`src/rtl/apb_master_ctrl.sv`:
```
// APB master: turns one valid/ready request into an IDLE->SETUP->ACCESS transfer.
// Latency: psel 1 cycle after accept, rsp_valid 3+waits cycles after; req_ready only in IDLE.
// Optional APB_TIMEOUT_EN: aborts ACCESS after TIMEOUT_CYCLES pready-low cycles with rsp_err=1.
module apb_master_ctrl #(
    parameter int ADDR_W         = 32,
    parameter int DATA_W         = 32,
    parameter int TIMEOUT_CYCLES = 16
) (
    input  logic              hclk,
    input  logic              hresetn,
    input  logic              req_valid,
    output logic              req_ready,
    input  logic              req_write,
    input  logic [ADDR_W-1:0] req_addr,
    input  logic [DATA_W-1:0] req_wdata,
    output logic              rsp_valid,
    output logic [DATA_W-1:0] rsp_rdata,
    output logic              rsp_err,
    output logic [ADDR_W-1:0] paddr,
    output logic              pwrite,
    output logic [DATA_W-1:0] pwdata,
    output logic              psel,
    output logic              penable,
    input  logic [DATA_W-1:0] prdata,
    input  logic              pready,
    input  logic              pslverr
);

    typedef enum logic [1:0] {
        ST_IDLE   = 2'd0,
        ST_SETUP  = 2'd1,
        ST_ACCESS = 2'd2
    } state_t;

    state_t              state_q, state_d;
    logic                req_ready_q, req_ready_d;
    logic                psel_q, psel_d;
    logic                penable_q, penable_d;
    logic                pwrite_q, pwrite_d;
    logic [ADDR_W-1:0]   paddr_q, paddr_d;
    logic [DATA_W-1:0]   pwdata_q, pwdata_d;
    logic                rsp_valid_q, rsp_valid_d;
    logic [DATA_W-1:0]   rsp_rdata_q, rsp_rdata_d;
    logic                rsp_err_q, rsp_err_d;

`ifdef APB_TIMEOUT_EN
    localparam int CNT_W = $clog2(TIMEOUT_CYCLES + 1);
    localparam logic [CNT_W-1:0] CNT_LAST = CNT_W'(TIMEOUT_CYCLES - 1);
    logic [CNT_W-1:0]    cnt_q, cnt_d;
`endif

    always_comb begin
        state_d     = state_q;
        pwrite_d    = pwrite_q;
        paddr_d     = paddr_q;
        pwdata_d    = pwdata_q;
        rsp_valid_d = 1'b0;
        rsp_rdata_d = rsp_rdata_q;
        rsp_err_d   = rsp_err_q;
`ifdef APB_TIMEOUT_EN
        cnt_d       = cnt_q;
`endif
        case (state_q)
            ST_IDLE: begin
                if (req_valid && req_ready_q) begin
                    pwrite_d = req_write;
                    paddr_d  = req_addr;
                    pwdata_d = req_wdata;
                    state_d  = ST_SETUP;
                end
            end
            ST_SETUP: begin
                state_d = ST_ACCESS;
`ifdef APB_TIMEOUT_EN
                cnt_d   = '0;
`endif
            end
            ST_ACCESS: begin
                // pready wins over a coincident timeout
                if (pready) begin
                    state_d     = ST_IDLE;
                    rsp_valid_d = 1'b1;
                    rsp_err_d   = pslverr;
                    rsp_rdata_d = pwrite_q ? '0 : prdata;
                end
`ifdef APB_TIMEOUT_EN
                else if (cnt_q == CNT_LAST) begin
                    state_d     = ST_IDLE;
                    rsp_valid_d = 1'b1;
                    rsp_err_d   = 1'b1;
                    rsp_rdata_d = '0;
                    cnt_d       = cnt_q + 1'b1;
                end else begin
                    cnt_d = cnt_q + 1'b1;
                end
`endif
            end
            default: state_d = ST_IDLE;
        endcase
        // Bus strobes are decoded from the next state so they leave flops directly
        req_ready_d = (state_d == ST_IDLE);
        psel_d      = (state_d != ST_IDLE);
        penable_d   = (state_d == ST_ACCESS);
    end

    always_ff @(posedge hclk or negedge hresetn) begin
        if (!hresetn) begin
            state_q     <= ST_IDLE;
            req_ready_q <= 1'b1;
            psel_q      <= 1'b0;
            penable_q   <= 1'b0;
            pwrite_q    <= 1'b0;
            paddr_q     <= '0;
            pwdata_q    <= '0;
            rsp_valid_q <= 1'b0;
            rsp_rdata_q <= '0;
            rsp_err_q   <= 1'b0;
`ifdef APB_TIMEOUT_EN
            cnt_q       <= '0;
`endif
        end else begin
            state_q     <= state_d;
            req_ready_q <= req_ready_d;
            psel_q      <= psel_d;
            penable_q   <= penable_d;
            pwrite_q    <= pwrite_d;
            paddr_q     <= paddr_d;
            pwdata_q    <= pwdata_d;
            rsp_valid_q <= rsp_valid_d;
            rsp_rdata_q <= rsp_rdata_d;
            rsp_err_q   <= rsp_err_d;
`ifdef APB_TIMEOUT_EN
            cnt_q       <= cnt_d;
`endif
        end
    end

    assign req_ready = req_ready_q;
    assign psel      = psel_q;
    assign penable   = penable_q;
    assign pwrite    = pwrite_q;
    assign paddr     = paddr_q;
    assign pwdata    = pwdata_q;
    assign rsp_valid = rsp_valid_q;
    assign rsp_rdata = rsp_rdata_q;
    assign rsp_err   = rsp_err_q;

endmodule

```
`config.mk`:
```
export PLATFORM = sky130hd
export DESIGN_NAME = apb_master_ctrl
export DESIGN_NICKNAME = d
export VERILOG_FILES = /design/src/rtl/apb_master_ctrl.sv
export SDC_FILE = /design/constraint.sdc
export NUM_CORES = 1
export LEC_CHECK = 0
export ABC_AREA = 0
export CAP_MARGIN = 20
export CORE_MARGIN = 5
export CORE_UTILIZATION = 40
export DETAILED_ROUTE_END_ITERATION = 7
export PLACE_DENSITY = 0.86
export SYNTH_ARGS = -nofsm -noshare
export SYNTH_HDL_FRONTEND = slang
export SYNTH_SLANG_ARGS = --single-unit
```
`constraint.sdc`:
```
create_clock -name hclk -period 1.65 [get_ports hclk]
set_input_delay 0.33 -clock hclk [delete_from_list [all_inputs] [get_ports hclk]]
set_output_delay 0.33 -clock hclk [all_outputs]
set_load 0.02 [all_outputs]
```
==> results of run 1 <==
[metrics by stage]
step           utilization  cell area (sq um)  TNS [ns]  power, W  setup slack [ns]
3_5_place_dp         0.624               6450    -12.04    0.0120            -0.193
4_1_cts              0.632               6530         0    0.0127          0.000589
5_1_grt              0.634               6540         0    0.0132           0.00879
6_report             0.634               6540         0    0.0125            0.0770
2_1_floorplan            -               4240         0   0.00855            0.0887
3_3_place_gp         0.624               6450    -10.69    0.0117            -0.161
[worst reg2reg max path: cells and delay by family, from the launching register on]
| family | cells | cell delay (ns) |
|---|---|---|
| buffers and inverters | 1 | 0.24 |
| DFF | 1 | 0.44 |
| muxes | 1 | 0.36 |
| and+or+nand+nor | 1 | 0.42 |
[timing repair]
item / in CTS / in global routing
setup endpoints to repair: 97 / 5
pin swaps: 0 / 0
hold buffers: 1 / 0
endpoints found under the hold margin: 22 / 0
resized for setup: 97 / 5
[placed cells by master (no fill, tap or decap), types with 2 or more instances in the layout]
master	instances
dlygate4sd2_1	97
dfrtp_1	103
mux2_2	59
o21ai_0	3
nor2b_1	32
buf_12	3
dlymetal6s2s_1	5
clkbuf_8	9
inv_6	2
clkbuf_1	2
clkdlybuf4s50_1	100
mux2_4	39
clkinvlp_4	2
buf_4	10
[worst max path at each step]
stage	slack, ns	cells after the start	end
finish	0.08	1	req_ready
CTS	0.0006	1	rsp_rdata[1]
global route	0.009	1	req_ready
detailed placement	-0.19	4	paddr[25]$_DFFE_PN0P_
global placement	-0.16	4	pwrite$_DFFE_PN0P_
floorplan	0.09	4	paddr[0]$_DFFE_PN0P_
[final cells by class]
| cell class | instances | area [sq um] |
|---|---|---|
| Clock inverter | 5 | 62.6 |
| Fill cell | 833 | 3780 |
| Clock buffer | 11 | 131 |
| Tap cell | 136 | 170 |
| Inverter | 1 | 3.75 |
| Timing Repair Buffer | 216 | 2060 |
| Sequential cell | 104 | 2600 |
| Multi-Input combinational cell | 138 | 1510 |
[layer usage]
metal / global-route usage / vias to the layer above
met5: 0 / -
met4: 0.0457 / 0
met3: 0.0513 / 11
met2: 0.306 / 117
met1: 0.186 / 1427
li1: - / 1303
[cell families (layout without fill, tap and decap cells)]
logic type / Yosys count / after routing / synth area share
AND/OR/NAND/NOR: 35 / 35 / 0.0552
AO/OA/AOI/OAI: 5 / 5 / 0.00649
flip-flops: 104 / 104 / 0.614
buffers and inverters: 15 / 233 / 0.0292
multiplexers: 98 / 98 / 0.295
[state kept, by name (all words and copies together), names as in the netlist]
signal     count
paddr         32
penable        1
psel           1
pwdata        32
pwrite         1
req_ready      1
rsp_err        1
rsp_rdata     32
rsp_valid      1
state_q        2
[power breakdown]
group          internal, W  switching (W)
clock network     0.000715       0.000842
registers          0.00383       0.000671
logic              0.00321        0.00319
total              0.00776        0.00471
==> results_dict.tcl, run 1 <==
set metrics [dict create \
    syn_nets 359 \
    vias 2858 \
    cts_buffer_depth 2 \
    rows 37 \
    drt-total-wl_um 10800 \
    setup_viol 0 \
    core_sq_um 10300 \
    slew_headroom 0.761 \
    antenna_found_initial 0 \
    outcome "finished, final reports clean" \
    antenna_cells 0 \
    critPathLaunch "req_ready$_DFF_PN1_" \
    critical-path-top-delay-family "flip-flops" \
    synthToLayoutAreaGrowth_pct 54.3 \
    synth.cells.most_frequent "dfrtp_1 (103), mux2_2 (59), mux2_4 (39)" \
    final_cells 611 \
    die_area_sq_um 12800 \
    ys_seq_elements 104 \
    netlist.area_leader.share 0.608 \
    min_path_type "primary input to async pin" \
    ys.flop_type "dfrtp_1" \
    top_layer_used "met4" \
    cts.htree.levels 3 \
    cpPeakStageDelay_ns 0.55 \
    hold_violations 0 \
    fin_crit_sh 0.953 \
    wl_met2_um 5750 \
    synth_area_leaders "dfrtp_1 (61%), mux2_2 (16%), mux2_4 (14%)" \
    finalCriticalPeriod_ns 1.57 \
    clock_latency_ns 0.34 \
    rrSetupSlack_ns 0.08 \
    ir_worst_vdd_mv 0.982 \
    synth_edf_count 0 \
    cts_tree "done" \
    grt_pass1_wl_um 17100 \
    max_freq_mhz 636 \
    yosysWarnings 0 \
    ff2ff_path_depth 3 \
    skew_ns 0.0168 \
    cts_sinks 104 \
    cp_slowest_cell "dfstp_2" \
    yosysTopAreaCell "dfrtp_1" \
    fin_nets 572 \
    synth.distinct_cells 17 \
    p_leak_nw 3.09 \
    grt.overflow.total 0 \
    cp_num_buf_inv 1 \
    wl_met1_um 4110 \
    rsz0062_at_grt "no" \
    cts_setup_buffers 0 \
    grt_max_degree 44 \
    portBuffers 203 \
    synthArstFlopShare 1.00 \
    end_kind "primary output" \
    io_pins 204 \
    crit_arrival_ns 1.24 \
    vias_per_cell 4.68 \
    drv_slew 0 \
    avgRoutedWirePerCell_um 17.7 \
    drive_above_1_share 0.269 \
    start_kind "flop" \
    initial_core_util 0.411 \
    crit_type "flop to primary output" \
    cp_cell_sequence "dlygate4sd2_1" \
    post-place-cells 594 \
    die_x_um 113 \
    cts_buffers 9 \
    ant_nets 0 \
    die_height_um 113 \
    drtIter0Drc 88 \
    tightest_slew_ns 0.358 \
    grt_pass1_vias 3316 \
    clock-root-buffer "clkbuf_8" \
    holdWs_ns 0.418 \
    r2r_start "state_q[1]$_DFF_PN0_" \
    maxCapViolations 0 \
    synth_cells 257 \
    dr_wl_met3_um 826 \
    drc 0 \
    clk_pin_slew_ns 0.10 \
    power_density_nw_per_um2 1910 \
    track_usage 0.167 \
    synth.most_common_cell "dfrtp_1" \
    dp_hpwl_um 8420 \
    syn_area_per_cell_sq_um 16.5 \
    cp_max_fo 3 \
    firstDrtPassIters 4 \
    syn_area_sq_um 4240 \
    cp.required_ns 1.32 \
    ys_seq_area_frac 0.614 \
    finalWeightedCongestion 0.752 \
    rr_endpoint "paddr[27]$_DFFE_PN0P_" \
]
(Power assumes the default switching activity.)
==> inputs of run 2 (changes only) <==
--- a/config.mk
+++ b/config.mk
@@ -7,10 +7,9 @@
 export LEC_CHECK = 0
 export ABC_AREA = 0
 export CAP_MARGIN = 20
-export CORE_MARGIN = 5
 export CORE_UTILIZATION = 40
 export DETAILED_ROUTE_END_ITERATION = 7
-export PLACE_DENSITY = 0.86
+export PLACE_DENSITY = 0.87
 export SYNTH_ARGS = -nofsm -noshare
 export SYNTH_HDL_FRONTEND = slang
 export SYNTH_SLANG_ARGS = --single-unit
==> run 2 against run 1 <==
Clock power up 24%. Critical path depth did not move. Die area decreased by 14%. Worst setup slack got worse by 0.0081 ns. Via count is 0.63% lower. Non-clock buffer count down 4. Combinational power down 0.9%. Wire length is 10% lower. Sequential share of layout area is 0.24 points lower. Power rose by 2.2%. Fmax down 0.51%. First-iteration DRC count rose by 8.0%. Critical path type unchanged. Critical endpoint unchanged. Largest cell class unchanged.
==> results_dict.tcl, run 2 (synthesis gave the netlist of run 1 again) <==
set metrics [dict create \
    cp_slowest_cell "dfstp_2" \
    synthToLayoutAreaGrowth_pct 55.3 \
    die_height_um 105 \
    grt_pass1_vias 3110 \
    antenna_found_initial 0 \
    vias_per_cell 4.68 \
    top_layer_used "met4" \
    cts_setup_buffers 0 \
    start_kind "flop" \
    clock-root-buffer "clkbuf_8" \
    grt_pass1_wl_um 15900 \
    power_density_nw_per_um2 1940 \
    io_pins 204 \
    rows 37 \
    max_freq_mhz 632 \
    dp_hpwl_um 7160 \
    outcome "finished, final reports clean" \
    grt_max_degree 44 \
    dr_wl_met3_um 669 \
    p_leak_nw 3.07 \
    finalCriticalPeriod_ns 1.58 \
    drive_above_1_share 0.268 \
    ant_nets 0 \
    initial_core_util 0.412 \
    rr_endpoint "paddr[19]$_DFFE_PN0P_" \
    die_x_um 105 \
    r2r_start "req_ready$_DFF_PN1_" \
    crit_type "flop to primary output" \
    cts.htree.levels 3 \
    finalInstanceArea_sq_um 6580 \
    skew_ns 0.00888 \
    clock_latency_ns 0.36 \
    layout_common_cells "dfrtp_1 (103), dlygate4sd2_1 (101), clkdlybuf4s50_1 (100)" \
    firstDrtPassIters 4 \
    cp_max_fo 3 \
    cts_tree "done" \
    cp_cell_sequence "dlygate4sd2_1" \
    place_ws_ns -0.191 \
    drt-total-wl_um 9740 \
    drtIter0Drc 95 \
    vias 2840 \
    finalWeightedCongestion 0.717 \
    fin_nets 568 \
    hold_violations 0 \
    core_sq_um 10300 \
    placed_area_sq_um 6440 \
    avgRoutedWirePerCell_um 16.1 \
    antenna_cells 0 \
    cts_buffer_depth 2 \
    maxCapViolations 0 \
    portBuffers 203 \
    wl_met1_um 3950 \
    cp.required_ns 1.32 \
    cpPeakStageDelay_ns 0.55 \
    drc 0 \
    setup_viol 0 \
    tightest_slew_ns 0.355 \
    fillers 801 \
    cts_sinks 104 \
    fin_crit_sh 0.958 \
    final_common_cell "dfrtp_1" \
    clk_pin_slew_ns 0.10 \
    track_usage 0.187 \
    ff2ff_path_depth 3 \
    end_kind "primary output" \
    critical-path-top-delay-family "flip-flops" \
    wl_met2_um 4920 \
    fin_ws_ns 0.0688 \
    die_area_sq_um 11000 \
    cts_buffers 9 \
    ir_worst_vdd_mv 1.05 \
    drv_slew 0 \
    crit_arrival_ns 1.25 \
    rsz0062_at_grt "no" \
    cp_num_buf_inv 1 \
    min_path_type "primary input to async pin" \
    slew_headroom 0.763 \
    grt.overflow.total 0 \
    rrSetupSlack_ns 0.10 \
]
[run 2: cell count changes in the layout (fill, tap and decap cells not counted), sizes merged]
cell | before | now
dlymetal6s2s | 5 | 1
buf | 13 | 9
dlygate4sd2 | 97 | 101
inv | 3 | 1
clkinvlp | 2 | 1
clkinv | 0 | 1
bufinv | 1 | 3
[run 2: power by group]
group	switching (W)	total, W	leakage (nW)	internal (W)
clock	0.000842	0.00193	0.126	0.00109
combinational	0.00315	0.00635	1.69	0.00320
sequential	0.000631	0.00446	1.26	0.00383
total	0.00463	0.0127	3.07	0.00811
[run 2: layout make-up]
class,instances,area (sq um),area share
tap,136,170,0.0259
inverter,1,3.75,0.000570
sequential,104,2600,0.396
multi-input combinational,138,1510,0.230
clock buffer,11,151,0.0230
timing repair buffer,212,2040,0.310
clock inverter,5,103,0.0156
[run 2: how the worst max path moves through the flow]
stage	from	endpoint	slack, ns	cells after the start
2_1_floorplan	req_ready$_DFF_PN1_	paddr[0]$_DFFE_PN0P_	0.09	4
3_3_place_gp	req_valid	paddr[23]$_DFFE_PN0P_	-0.17	4
3_5_place_dp	req_valid	paddr[19]$_DFFE_PN0P_	-0.19	4
4_1_cts	rsp_rdata[9]$_DFFE_PN0P_	rsp_rdata[9]	0.0005	1
5_1_grt	req_ready$_DFF_PN1_	req_ready	0.02	1
6_report	req_ready$_DFF_PN1_	req_ready	0.07	1
[run 2: metrics by stage]
| step | util | cells | total power (W) | TNS (ns) | hold slack (ns) |
|---|---|---|---|---|---|
| global route | 0.640 | 607 | 0.0134 | 0 | 0.450 |
| finish | 0.640 | 607 | 0.0127 | 0 | 0.436 |
| CTS | 0.640 | 607 | 0.0129 | 0 | 0.419 |
| detailed placement | 0.627 | 590 | 0.0119 | -11.68 | 0.263 |
| global placement | 0.627 | 590 | 0.0116 | -10.68 | 0.250 |
| floorplan | - | 257 | 0.00855 | 0 | 0.0344 |
[run 2: routing by layer]
layer | vias to the layer above | GRT usage
met5 | - | 0
met4 | 0 | 0.0875
met3 | 16 | 0.0468
met2 | 120 | 0.323
met1 | 1412 | 0.219
li1 | 1292 | -
[run 2: timing repair]
action,4_1_cts,5_1_grt
hold buffers,1,0
pin swaps,0,0
resized for setup,101,1
hold endpoints to repair,23,0
cloned,0,0
setup endpoints to repair,101,1
